<file path="src/rtl/seg_scan.sv">
// seg_scan: 8-digit multiplexed hex display scanner with frame-synchronous
// (tear-free) value updates, per-digit enables and leading-zero blanking.
module seg_scan #(
    parameter int SCAN_DIV = 100000
) (
    input  logic        clk,
    input  logic        rst_n,
    input  logic        load,
    input  logic [31:0] value,
    input  logic [7:0]  digit_en,
    input  logic        blank_lz,
    output logic [3:0]  cnt_data,
    output logic [7:0]  an,
    output logic        frame_done
);
    localparam int DW = $clog2(SCAN_DIV);
    logic [DW-1:0] r_div_cnt;
    logic [2:0]    r_idx;
    logic [31:0]   r_pend_val;
    logic [31:0]   r_disp_val;
    logic          r_pend;
    logic          w_tick;
    logic          w_wrap;
    logic          w_blank;
    assign w_tick  = r_div_cnt == DW'(SCAN_DIV - 1);
    assign w_wrap  = w_tick && r_idx == 3'd7;
    // a digit is a leading zero when it and every more significant nibble is zero
    assign w_blank = blank_lz && r_idx != 3'd0 && (r_disp_val >> {r_idx, 2'b00}) == 32'd0;
    always_ff @(posedge clk or negedge rst_n) begin
        if (!rst_n) begin
            r_div_cnt  <= '0;
            r_idx      <= '0;
            r_pend_val <= '0;
            r_pend     <= 1'b0;
            r_disp_val <= '0;
            cnt_data   <= 4'h0;
            an         <= 8'hFF;
            frame_done <= 1'b0;
        end else begin
            r_div_cnt  <= w_tick ? '0 : r_div_cnt + DW'(1);
            r_idx      <= r_idx + 3'(w_tick);
            if (load) r_pend_val <= value;
            r_pend     <= w_wrap ? 1'b0 : (r_pend | load);
            if (w_wrap && load) r_disp_val <= value;
            else if (w_wrap && r_pend) r_disp_val <= r_pend_val;
            cnt_data   <= r_disp_val[{r_idx, 2'b00} +: 4];
            an         <= (digit_en[r_idx] && !w_blank) ? ~(8'b1 << r_idx) : 8'hFF;
            frame_done <= w_wrap;
        end
    end
endmodule

</file>
<file path="config.mk">
export PLATFORM = sky130hd
export DESIGN_NAME = seg_scan
export DESIGN_NICKNAME = d
export VERILOG_FILES = /design/src/rtl/seg_scan.sv
export SDC_FILE = /design/constraint.sdc
export NUM_CORES = 1
export LEC_CHECK = 0
export BUFFER_PORTS_ARGS = -buffer_cell sky130_fd_sc_hd__buf_2
export CORE_MARGIN = 4
export CORE_UTILIZATION = 45
export CTS_BUF_LIST = sky130_fd_sc_hd__clkbuf_16
export DETAILED_ROUTE_END_ITERATION = 16
export PLACE_DENSITY = 0.73
export SLEW_MARGIN = 20
export SYNTH_ARGS = -nofsm -noshare
export SYNTH_HDL_FRONTEND = slang
export SYNTH_SLANG_ARGS = --single-unit
</file>
<file path="constraint.sdc">
create_clock -name clk -period 4.7 [get_ports clk]
set_clock_uncertainty 0.1 [all_clocks]
set_input_delay 0.47 -clock clk [delete_from_list [all_inputs] [get_ports clk]]
set_output_delay 0.47 -clock clk [all_outputs]
set_load 0.1 [all_outputs]
</file>
==> out/metrics.csv, run 1 <==
stage,metric,value,unit
timing,post-layout min period,2440,ps
cells_and_area,post-route cell area,5040,µm²
clock_tree,CTS tree,built,
clock_tree,clk buf depth,2,
drt,drt drc,0,
synthesis,number of enable flip-flop cells after synthesis,0,
setup_path,startpoint types,register,
place,IO buf count,56,
place,placed standard-cell area,4760,µm²
synthesis,asr flop ratio synth,100,%
floorplan,die width,106,µm
timing,Slew HR,37.6,%
place,pre-CTS WS,2310,ps
timing,Max Clk Rate,0.410,GHz
global_route,vias in the first global route,2927,
place,DP HPWL,5920,µm
cells_and_area,most frequent cells in the layout,"dfrtp_1, mux2_2, buf_2, nor2_1, nand3_1",
place,Post-Place Cells,495,
global_route,initial antenna violation count,0,
floorplan,Initial Utilization,46.8,%
drt,vias,2801,
clock_tree,post-CTS setup buffers,0,
clock_tree,Num CTS Buffers,9,
global_route,first-pass GRT wire length,14600,µm
drt,WL final,8420,µm
worst_hold_path,Worst Hold Class,in2async,
setup_path,CP Max Fanout,26,
cells_and_area,# diodes,0,
floorplan,DIE AREA,11300,µm²
synthesis,Post-Synthesis Cells,323,
clock_tree,PostCTS Resize Cnt,0,
global_route,GRT overflow,0,
global_route,Total GRT Usage,16.3,%
pwr,Leakage,2.32,nW
synthesis,prevailing post-synth register cell,dfrtp_1,
timing,Final Hold Vio Count,0,
flow_run,max_cap viols,0,
drt,wire length per cell,16.5,µm
synthesis,Post-Synthesis Cell Area,4360,µm²
clock_tree,Post-CTS Hold Fix Bufs,0,
floorplan,Rows,35,
cells_and_area,P&R area growth vs syn,15.4,%
clock_tree,later-pin clock latency in the skew report,330,ps
timing,Hold WS,79.7,ps
setup_path,"Arr. time, crit path",2590,ps
pwr,Pwr Density,327,nW/µm²
timing,setup tns final,0,ps
synthesis,post-synth cell types,46,
cells_and_area,Finished Core Util,54.0,%
pwr,VDD IR max,0.171,mV
drt,number of nets with antenna violations after routing,0,
timing,crit share post-route,51.9,%
floorplan,Die Y,106,µm
run_status,status,"complete, no violations",
floorplan,Ports,57,
clock_tree,Worst-path clk slew,60,ps
setup_path,"Req. time, crit path",4850,ps
global_route,largest net degree at the start of global routing,58,
setup_path,CP endpoint kind,register,
timing,final slew viol count,0,
cells_and_area,Nets,424,
clock_tree,CTS HTree Levels,3,
cells_and_area,"most common cell after layout, fill and taps aside",dfrtp_1,
timing,Least-Margin Pin Slew,936,ps
cells_and_area,Layout Cells excl Fill,510,
clock_tree,root buf cell,clkbuf_16,
cells_and_area,ratio of cells with drive above 1 in the final layout,38.8,%
synthesis,post-synthesis sequential area ratio,56.4,%
timing,final setup fails,0,
synthesis,Synth Register Bits,98,
cells_and_area,FILL cells,799,
pwr,Power Total,1.65,mW
drt,DR pass1 iterations,4,
timing,PnR worst setup slack,2260,ps
floorplan,core area,9330,µm²
place,routability cong.,0.872,
drt,initial DRC count,194,
setup_path,critical path class,reg2reg,
timing,RSZ-0062 raised after global routing,no,
synthesis,syn nets,370,
drt,vias per cell,5.49,
synthesis,syn_area_per_cell,13.5,µm²
clock_tree,Sink Count,98,
synthesis,Synth Warn #,0,
[sequential cells by signal (all words and copies together), names as in the netlist]
name,flops
frame_done,1
r_disp_val,32
an,8
r_idx,3
cnt_data,4
r_pend_val,32
r_pend,1
r_div_cnt,17
[cells in the mapped netlist, types with 5 or more instances]
library cell	number	share of area (%)
xor2_1	6	1.2
nor4_1	8	1.1
xnor2_1	9	1.8
and3_1	9	1.3
dfrtp_1	90	52
nand4_1	5	0.72
clkbuf_1	9	0.77
nor2_1	18	1.5
nor3_1	5	0.57
mux2i_1	8	1.8
mux2_2	61	16
buf_2	7	0.80
nand3_1	15	1.7
dfstp_2	8	4.8
[cell type report]
class	count	area, µm²	area share (%)
clock buffers	9	225	4.47
clock inverters	6	52.6	1.04
inverters	3	11.3	0.224
multi-input cells	205	1810	36.0
flip-flops and latches	98	2460	48.9
well taps	129	161	3.20
repair buffers	60	313	6.21
[metal layers]
metal  wire length [µm]  vias up  GRT usage (%)
li1                   -     1302              -
met3                523       22           4.43
met2               4050       85           25.6
met4                205        0           6.48
met1               3640     1392           21.7
met5                  0        -              0
[logic make-up (layout without fill, tap and decap cells)]
kind of cell	count (synthesis)	count (layout)	synth area share (%)
AOI/OAI and AO/OA	26	26	4.59
xor gates and xnor gates	15	15	3.01
adders and majority gates	3	3	0.860
buffers and inverters	20	78	2.09
DFF	98	98	56.4
muxes	80	80	22.3
and+or+nand+nor	81	81	10.7
[report_power, final]
group | internal (mW) | leakage (nW) | switching (mW)
Clock | 0.401 | 0.143 | 0.282
Combinational | 0.0400 | 0.935 | 0.0447
Sequential | 0.872 | 1.24 | 0.00688
Total | 1.31 | 2.32 | 0.333
[critical path, cell delays in order (launching register included)]
cell	delay, ps
dfrtp_1	960
mux4_2	430
mux2_4	300
a31oi_4	170
nand4_4	160
o2111ai_1	230
[path summary, 6_finish.rpt]
kind,startpoint,to,slack (ps),cells past startpoint
hold reg to reg,r_div_cnt[0],r_div_cnt[0],350,1
setup reg to reg,r_idx[1],an[2],2260,5
min in group clk,digit_en[7],an[7],190,2
hold / removal,rst_n,r_pend_val[31],80,1
setup / recovery,r_idx[1],an[2],2260,5
max in group asynchronous,rst_n,an[7],3410,2
Note: power is estimated with default switching activity, not from simulation.
==> inputs of run 2 (changes only) <==
--- a/config.mk
+++ b/config.mk
@@ -5,12 +5,13 @@
 export SDC_FILE = /design/constraint.sdc
 export NUM_CORES = 1
 export LEC_CHECK = 0
+export ABC_AREA = 1
 export BUFFER_PORTS_ARGS = -buffer_cell sky130_fd_sc_hd__buf_2
 export CORE_MARGIN = 4
 export CORE_UTILIZATION = 45
 export CTS_BUF_LIST = sky130_fd_sc_hd__clkbuf_16
 export DETAILED_ROUTE_END_ITERATION = 16
-export PLACE_DENSITY = 0.73
+export PLACE_DENSITY = 0.72
 export SLEW_MARGIN = 20
 export SYNTH_ARGS = -nofsm -noshare
 export SYNTH_HDL_FRONTEND = slang
==> constraint.sdc (replaced) <==
create_clock -name clk -period 2.4 [get_ports clk]
set_clock_uncertainty 0.1 [all_clocks]
set_input_delay 0.24 -clock clk [delete_from_list [all_inputs] [get_ports clk]]
set_output_delay 0.24 -clock clk [all_outputs]
set_load 0.1 [all_outputs]
==> run 2 against run 1 <==
First-iteration DRC count grew 43%. Non-clock buffer count grew 3. Combinational power grew to 3.5 times the previous value. Maximum frequency grew 15%. Largest cell class unchanged.
==> out/metrics.csv, run 2 <==
stage,metric,value,unit,change
run_status,status,"complete, no violations",,unchanged
synthesis,asr flop ratio synth,100,%,unchanged
floorplan,Rows,37,,was 35
cells_and_area,Sequential cell area,2460,µm²,unchanged
global_route,GRT overflow,0,,unchanged
clock_tree,CTS tree,built,,unchanged
place,IO buf count,56,,unchanged
setup_path,critical path class,reg2reg,,unchanged
pwr,Pwr Density,661,nW/µm²,was 327 nW/µm²
clock_tree,Num CTS Buffers,9,,unchanged
timing,RSZ-0062 raised after global routing,no,,unchanged
worst_hold_path,Worst Hold Class,in2reg,,was in2async
timing,post-layout min period,2120,ps,was 2440 ps
drt,WL final,10100,µm,was 8420 µm
place,DP HPWL,7550,µm,was 5920 µm
synthesis,"count leader, synth",nand2_1,,was dfrtp_1
cells_and_area,"most common cell after layout, fill and taps aside",nand2_1,,was dfrtp_1
synthesis,share of Yosys cell area claimed by the top area cell type,47.7,%,was 51.6%
setup_path,"Arr. time, crit path",2290,ps,was 2590 ps
synthesis,post-synth cell types,36,,was 46
timing,Max Clk Rate,0.472,GHz,was 0.410 GHz
pwr,VDD IR max,0.283,mV,was 0.171 mV
clock_tree,Worst-path clk slew,70,ps,was 60 ps
clock_tree,post-CTS setup buffers,0,,unchanged
cells_and_area,# diodes,0,,unchanged
setup_path,CP endpoint kind,register,,unchanged
timing,Slew HR,53.5,%,was 37.6%
pwr,Leakage,2.79,nW,was 2.32 nW
setup_path,CP Max Fanout,14,,was 26
synthesis,syn nets,642,,was 370
cells_and_area,most frequent cells in the layout,"nand2_1, dfrtp_1, inv_1, buf_2, nor2_1",,"was dfrtp_1, mux2_2, buf_2, nor2_1, nand3_1"
floorplan,DIE AREA,12200,µm²,was 11300 µm²
synthesis,post-synthesis sequential area ratio,52.1,%,was 56.4%
global_route,Total GRT Usage,17.3,%,was 16.3%
floorplan,Initial Utilization,46.0,%,was 46.8%
floorplan,die width,110,µm,was 106 µm
clock_tree,root buf cell,clkbuf_16,,unchanged
synthesis,Post-Synthesis Cells,595,,was 323
timing,setup tns final,0,ps,unchanged
cells_and_area,FILL cells,996,,was 799
global_route,first-pass GRT wire length,17600,µm,was 14600 µm
synthesis,prevailing post-synth register cell,dfrtp_1,,unchanged
drt,number of nets with antenna violations after routing,0,,unchanged
clock_tree,later-pin clock latency in the skew report,340,ps,was 330 ps
synthesis,Synth area leader,dfrtp_1,,unchanged
floorplan,Ports,57,,unchanged
setup_path,"Req. time, crit path",2580,ps,was 4850 ps
drt,drt drc,0,,unchanged
cells_and_area,area occupied by multi-input gates,1880,µm²,was 1810 µm²
drt,DR pass1 iterations,4,,unchanged
timing,Final Hold Vio Count,0,,unchanged
cells_and_area,Nets,695,,was 424
setup_path,startpoint types,register,,unchanged
global_route,vias in the first global route,3875,,was 2927
timing,crit share post-route,88.2,%,was 51.9%
floorplan,core area,10300,µm²,was 9330 µm²
clock_tree,clk buf depth,2,,unchanged
synthesis,top post-synthesis cells by area,"dfrtp_1, nand2_1, inv_1, dfstp_2, nor2_1",,"was dfrtp_1, mux2_2, dfstp_2, mux2i_1, mux4_1"
cells_and_area,Regs by FF count,"r_disp_val (32), r_pend_val (32), r_div_cnt (17)",,unchanged
drt,initial DRC count,277,,was 194
timing,final setup fails,0,,unchanged
floorplan,Die Y,110,µm,was 106 µm
place,routability cong.,0.862,,was 0.872
timing,final slew viol count,0,,unchanged
drt,vias,3844,,was 2801
drt,wire length per cell,12.8,µm,was 16.5 µm
cells_and_area,Finished Core Util,52.8,%,was 54.0%
global_route,largest net degree at the start of global routing,85,,was 58
synthesis,Synth Warn #,0,,unchanged
flow_run,max_cap viols,0,,unchanged
synthesis,commonest cells in the netlist,"nand2_1, dfrtp_1, inv_1, nor2_1, nand3_1",,"was dfrtp_1, mux2_2, nor2_1, nand3_1"
global_route,initial antenna violation count,0,,unchanged
clock_tree,Post-CTS Hold Fix Bufs,1,,was 0
synthesis,syn_area_per_cell,7.94,µm²,was 13.5 µm²
cells_and_area,ratio of cells with drive above 1 in the final layout,16.4,%,was 38.8%
cells_and_area,P&R area growth vs syn,14.9,%,was 15.4%
clock_tree,CTS HTree Levels,3,,unchanged
synthesis,Synth Register Bits,98,,unchanged
drt,vias per cell,4.87,,was 5.49
synthesis,Post-Synthesis Cell Area,4720,µm²,was 4360 µm²
clock_tree,Sink Count,98,,unchanged
clock_tree,PostCTS Resize Cnt,0,,unchanged
synthesis,number of enable flip-flop cells after synthesis,0,,unchanged
timing,Least-Margin Pin Slew,693,ps,was 936 ps
-- run 2: cell types whose count changed after synthesis, sizes merged, moves of 6 or more --
| cell | change |
|---|---|
| and3 | -9 |
| buf | +9 |
| inv | +57 |
| mux2 | -66 |
| mux2i | -8 |
| mux4 | -6 |
| nand2 | +232 |
| nand3 | +20 |
| nor2 | +37 |
| nor4 | -7 |
| o21ai | +40 |
| xnor2 | -9 |
-- run 2: where the power goes --
group          switching (mW)  internal [mW]
registers              0.0359           1.74
clock network           0.610          0.911
logic                   0.200         0.0969
-- run 2: layout make-up --
| class | instances | share of cell area (%) |
|---|---|---|
| tap | 136 | 3.14 |
| clock inverter | 7 | 1.71 |
| sequential | 98 | 45.4 |
| timing repair buffer | 63 | 6.69 |
| multi-input combinational | 413 | 34.6 |
| clock buffer | 9 | 4.15 |
| inverter | 63 | 4.38 |
-- run 2: final timing paths --
path | start | endpoint | slack, ps | depth (start not counted)
min in group asynchronous | rst_n | r_pend_val[1] | 200 | 2
min | value[4] | r_pend_val[4] | 20 | 3
min reg2reg | r_pend_val[21] | r_pend_val[21] | 370 | 2
max in group asynchronous | rst_n | r_pend_val[30] | 1300 | 3
max reg2reg | r_idx[1] | an[2] | 280 | 10
max | r_idx[1] | an[2] | 280 | 10
-- run 2: per-stage QoR --
step	cells	worst slack [ps]	hold WS (ps)	total power [mW]	instance area, µm²
2_1_floorplan	595	652	-156	1.98	4720
3_3_place_gp	772	415	7.16	2.09	5100
3_5_place_dp	772	305	13.3	2.10	5100
4_1_cts	789	298	13.9	3.63	5430
5_1_grt	789	17.6	25.3	3.75	5430
6_report	789	283	22.1	3.59	5430
-- run 2: logic make-up (layout without fill, tap and decap cells) --
group,count (synthesis),in the layout,synth area share (%)
and+or+nand+nor,338,338,29.1
DFF,98,98,52.1
buffers and inverters,84,142,8.16
AOI/OAI and AO/OA,67,67,8.87
xor gates and xnor gates,5,5,0.927
adders and majority gates,3,3,0.795
-- run 2: worst max-delay path: stages (launching register included) --
cell and delay, ps:
dfrtp_1 590, inv_1 290, nand2_1 270, nor2_1 70, nor2_1 90, nand3_1 80, nand2_1 100, nand3_1 80
nor2_1 140, nand2_2 120, nand3_1 110
-- run 2: metal layers --
layer  vias to the layer above  track usage, %  part of all wire [%]  wire length [µm]
met1                      1805            22.0                    45              4520
met4                         0            5.17                   1.1               112
met3                        12            3.73                   3.1               314
met5                         -               0                     0                 0
met2                        56            29.6                    51              5130
li1                       1971               -                     -                 -
==> inputs of run 3 (changes only) <==
--- a/config.mk
+++ b/config.mk
@@ -8,10 +8,10 @@
 export ABC_AREA = 1
 export BUFFER_PORTS_ARGS = -buffer_cell sky130_fd_sc_hd__buf_2
 export CORE_MARGIN = 4
-export CORE_UTILIZATION = 45
+export CORE_UTILIZATION = 30
 export CTS_BUF_LIST = sky130_fd_sc_hd__clkbuf_16
 export DETAILED_ROUTE_END_ITERATION = 16
-export PLACE_DENSITY = 0.72
+export PLACE_DENSITY = 0.56
 export SLEW_MARGIN = 20
 export SYNTH_ARGS = -nofsm -noshare
 export SYNTH_HDL_FRONTEND = slang
==> constraint.sdc (replaced) <==
create_clock -name clk -period 1.7 [get_ports clk]
set_clock_uncertainty 0.1 [all_clocks]
set_input_delay 0.17 -clock clk [delete_from_list [all_inputs] [get_ports clk]]
set_output_delay 0.17 -clock clk [all_outputs]
set_load 0.1 [all_outputs]
==> run 3 against run 2 <==
The flow now finishes with violations (negative hold slack, negative setup slack). Global-route usage shrank 3.4 points. Cell count grew 20%. Via count grew 10%. Clock power grew 43%. Sequential share of layout area shrank 8.2 points. Count of clock-buffer cells in the layout is the same. Core utilization shrank 9.6 points. Critical endpoint is now r_disp_val[30]. Routed wire length grew 22%. Largest power group unchanged.
==> out/metrics.csv, run 3 (synthesis gave the netlist of run 2 again) <==
stage,metric,value,unit,change
setup_path,master of the slowest instance on the critical path,dfrtp_2,,was dfrtp_1
drt,drt drc,0,,unchanged
global_route,Total GRT Usage,13.9,%,was 17.3%
floorplan,core area,15300,µm²,was 10300 µm²
timing,crit share post-route,110,%,was 88.2%
flow_run,max_cap viols,0,,unchanged
setup_path,Crit path top cell by count,buf_4,,
clock_tree,root buf cell,clkbuf_16,,unchanged
global_route,GRT overflow,0,,unchanged
drt,Metal-1 WL,5800,µm,was 4520 µm
drt,uppermost routed layer,met4,,unchanged
clock_tree,Worst-path clk slew,70,ps,about the same
drt,number of nets with antenna violations after routing,0,,unchanged
timing,Hold WS,-5.57,ps,was 22.1 ps
floorplan,Initial Utilization,30.8,%,was 46.0%
clock_tree,Num CTS Buffers,9,,unchanged
place,routability cong.,0.849,,was 0.862
floorplan,Ports,57,,unchanged
pwr,Pwr Density,780,nW/µm²,was 661 nW/µm²
setup_path,"Req. time, crit path",1840,ps,was 2580 ps
floorplan,DIE AREA,17800,µm²,was 12200 µm²
place,Post-Place Cells,886,,was 772
run_status,status,"complete, but fails checks",,"was complete, no violations"
setup_path,"Critical Path, Cell by Cell","buf_4, nand2_1, nor2_1, buf_4, nand2_4, nor2_4, clkinvlp_4, buf_4, nand2_1, o21ai_2",,"was inv_1, nand2_1, nor2_1, nor2_1, nand3_1, nand2_1, nand3_1, nor2_1, nand2_2, nand3_1"
drt,DR WL met3,524,µm,was 314 µm
timing,Least-Margin Pin Slew,493,ps,was 693 ps
timing,post-layout min period,1870,ps,was 2120 ps
place,placed standard-cell area,5550,µm²,was 5100 µm²
timing,final slew viol count,0,,unchanged
global_route,vias in the first global route,4228,,was 3875
floorplan,Rows,45,,was 37
setup_path,"Arr. time, crit path",2020,ps,was 2290 ps
setup_path,startpoint types,register,,unchanged
drt,initial DRC count,220,,was 277
cells_and_area,Nets,779,,was 695
floorplan,Die Y,133,µm,was 110 µm
worst_hold_path,Worst Hold Class,in2reg,,unchanged
drt,met2 WL,5720,µm,was 5130 µm
cells_and_area,P&R area growth vs syn,40.2,%,was 14.9%
clock_tree,Sink Count,98,,unchanged
timing,Final Hold Vio Count,1,,was 0
drt,WL final,12300,µm,was 10100 µm
cells_and_area,Regs by FF count,"r_disp_val (32), r_pend_val (32), r_div_cnt (17)",,unchanged
cells_and_area,ratio of cells with drive above 1 in the final layout,29.4,%,was 16.4%
setup_path,Max stage delay on crit path,540,ps,was 590 ps
cells_and_area,Layout Cells excl Fill,948,,was 789
timing,RSZ-0062 raised after global routing,yes,,was no
clock_tree,clk buf depth,2,,unchanged
setup_path,critical path class,reg2reg,,unchanged
cells_and_area,# diodes,0,,unchanged
global_route,first-pass GRT wire length,20200,µm,was 17600 µm
drt,DR pass1 iterations,4,,unchanged
floorplan,die width,133,µm,was 110 µm
timing,PnR worst setup slack,-172,ps,was 283 ps
clock_tree,CTS tree,built,,unchanged
place,pre-CTS WS,-182,ps,was 305 ps
run_status,failing checks,"negative hold slack, negative setup slack",,
cells_and_area,Finished Core Util,43.3,%,was 52.8%
pwr,Leakage,3.31,nW,was 2.79 nW
timing,Slew HR,67.4,%,was 53.5%
place,IO buf count,56,,unchanged
drt,vias,4242,,was 3844
setup_path,CP Max Fanout,8,,was 14
setup_path,CP endpoint kind,register,,unchanged
drt,vias per cell,4.47,,was 4.87
global_route,initial antenna violation count,0,,unchanged
clock_tree,CTS HTree Levels,3,,unchanged
pwr,VDD IR max,0.531,mV,was 0.283 mV
cells_and_area,"most common cell after layout, fill and taps aside",nand2_1,,unchanged
cells_and_area,most frequent cells in the layout,"nand2_1, dfrtp_1, inv_1, buf_2, buf_4",,"was nand2_1, dfrtp_1, inv_1, buf_2, nor2_1"
timing,Max Clk Rate,0.534,GHz,was 0.472 GHz
clock_tree,later-pin clock latency in the skew report,350,ps,was 340 ps
global_route,largest net degree at the start of global routing,49,,was 85
place,DP HPWL,8220,µm,was 7550 µm
drt,wire length per cell,13.0,µm,was 12.8 µm
cells_and_area,post-route cell area,6620,µm²,was 5430 µm²
timing,final setup fails,46,,was 0
-- run 3: final cells by class --
class / count / area (µm²)
sequential: 98 / 2460
fill: 1521 / 8690
inverter: 63 / 254
clock buffer: 9 / 225
timing repair buffer: 147 / 1270
tap: 211 / 264
multi-input combinational: 413 / 2050
clock inverter: 7 / 92.6
-- run 3: timing repair --
item                                    4_1_cts  5_1_grt
resized for setup                            32       40
hold buffers                                 24        1
cloned                                        4        5
endpoints found under the hold margin        56        1
endpoints found under the setup margin       45       52
setup buffers                                 4        8
pin swaps                                     4       15
-- run 3: per-layer routing --
layer	vias up	track usage, %
li1	2141	-
met1	1982	18.5
met2	100	22.3
met3	19	2.45
met4	0	5.66
met5	-	0
-- run 3: power breakdown --
group          switching, mW  internal (mW)  leakage [nW]
logic                  0.307          0.188          1.96
registers             0.0500           2.45          1.18
clock network          0.883           1.29         0.164
total                   1.24           3.93          3.31
-- run 3: worst max-delay path: cells and delay by family, from the launching register on --
family	cells	cell delay, ps
flops	1	540
simple gates	5	440
compound gates	1	50
buf+inv	4	650
-- run 3: worst paths after layout --
check                              startpoint        endpoint  slack (ps)  cells after the start
worst max register to register       r_idx[0]  r_disp_val[30]        -170                     10
worst min register to register  r_div_cnt[16]   r_div_cnt[16]         370                      1
worst min-delay path                value[31]  r_pend_val[31]          -6                      3
min in group asynchronous               rst_n   r_disp_val[7]         180                      2
worst max-delay path                 r_idx[0]  r_disp_val[30]        -170                     10
max in group asynchronous               rst_n        r_idx[0]         720                      3
-- run 3: through the flow --
stage	total power, mW	setup TNS, ps
after floorplan	2.79	-272
after global placement	2.97	-2330
after detailed placement	2.99	-3650
after CTS	5.22	-2800
after global routing	5.40	-11330
final	5.17	-5210
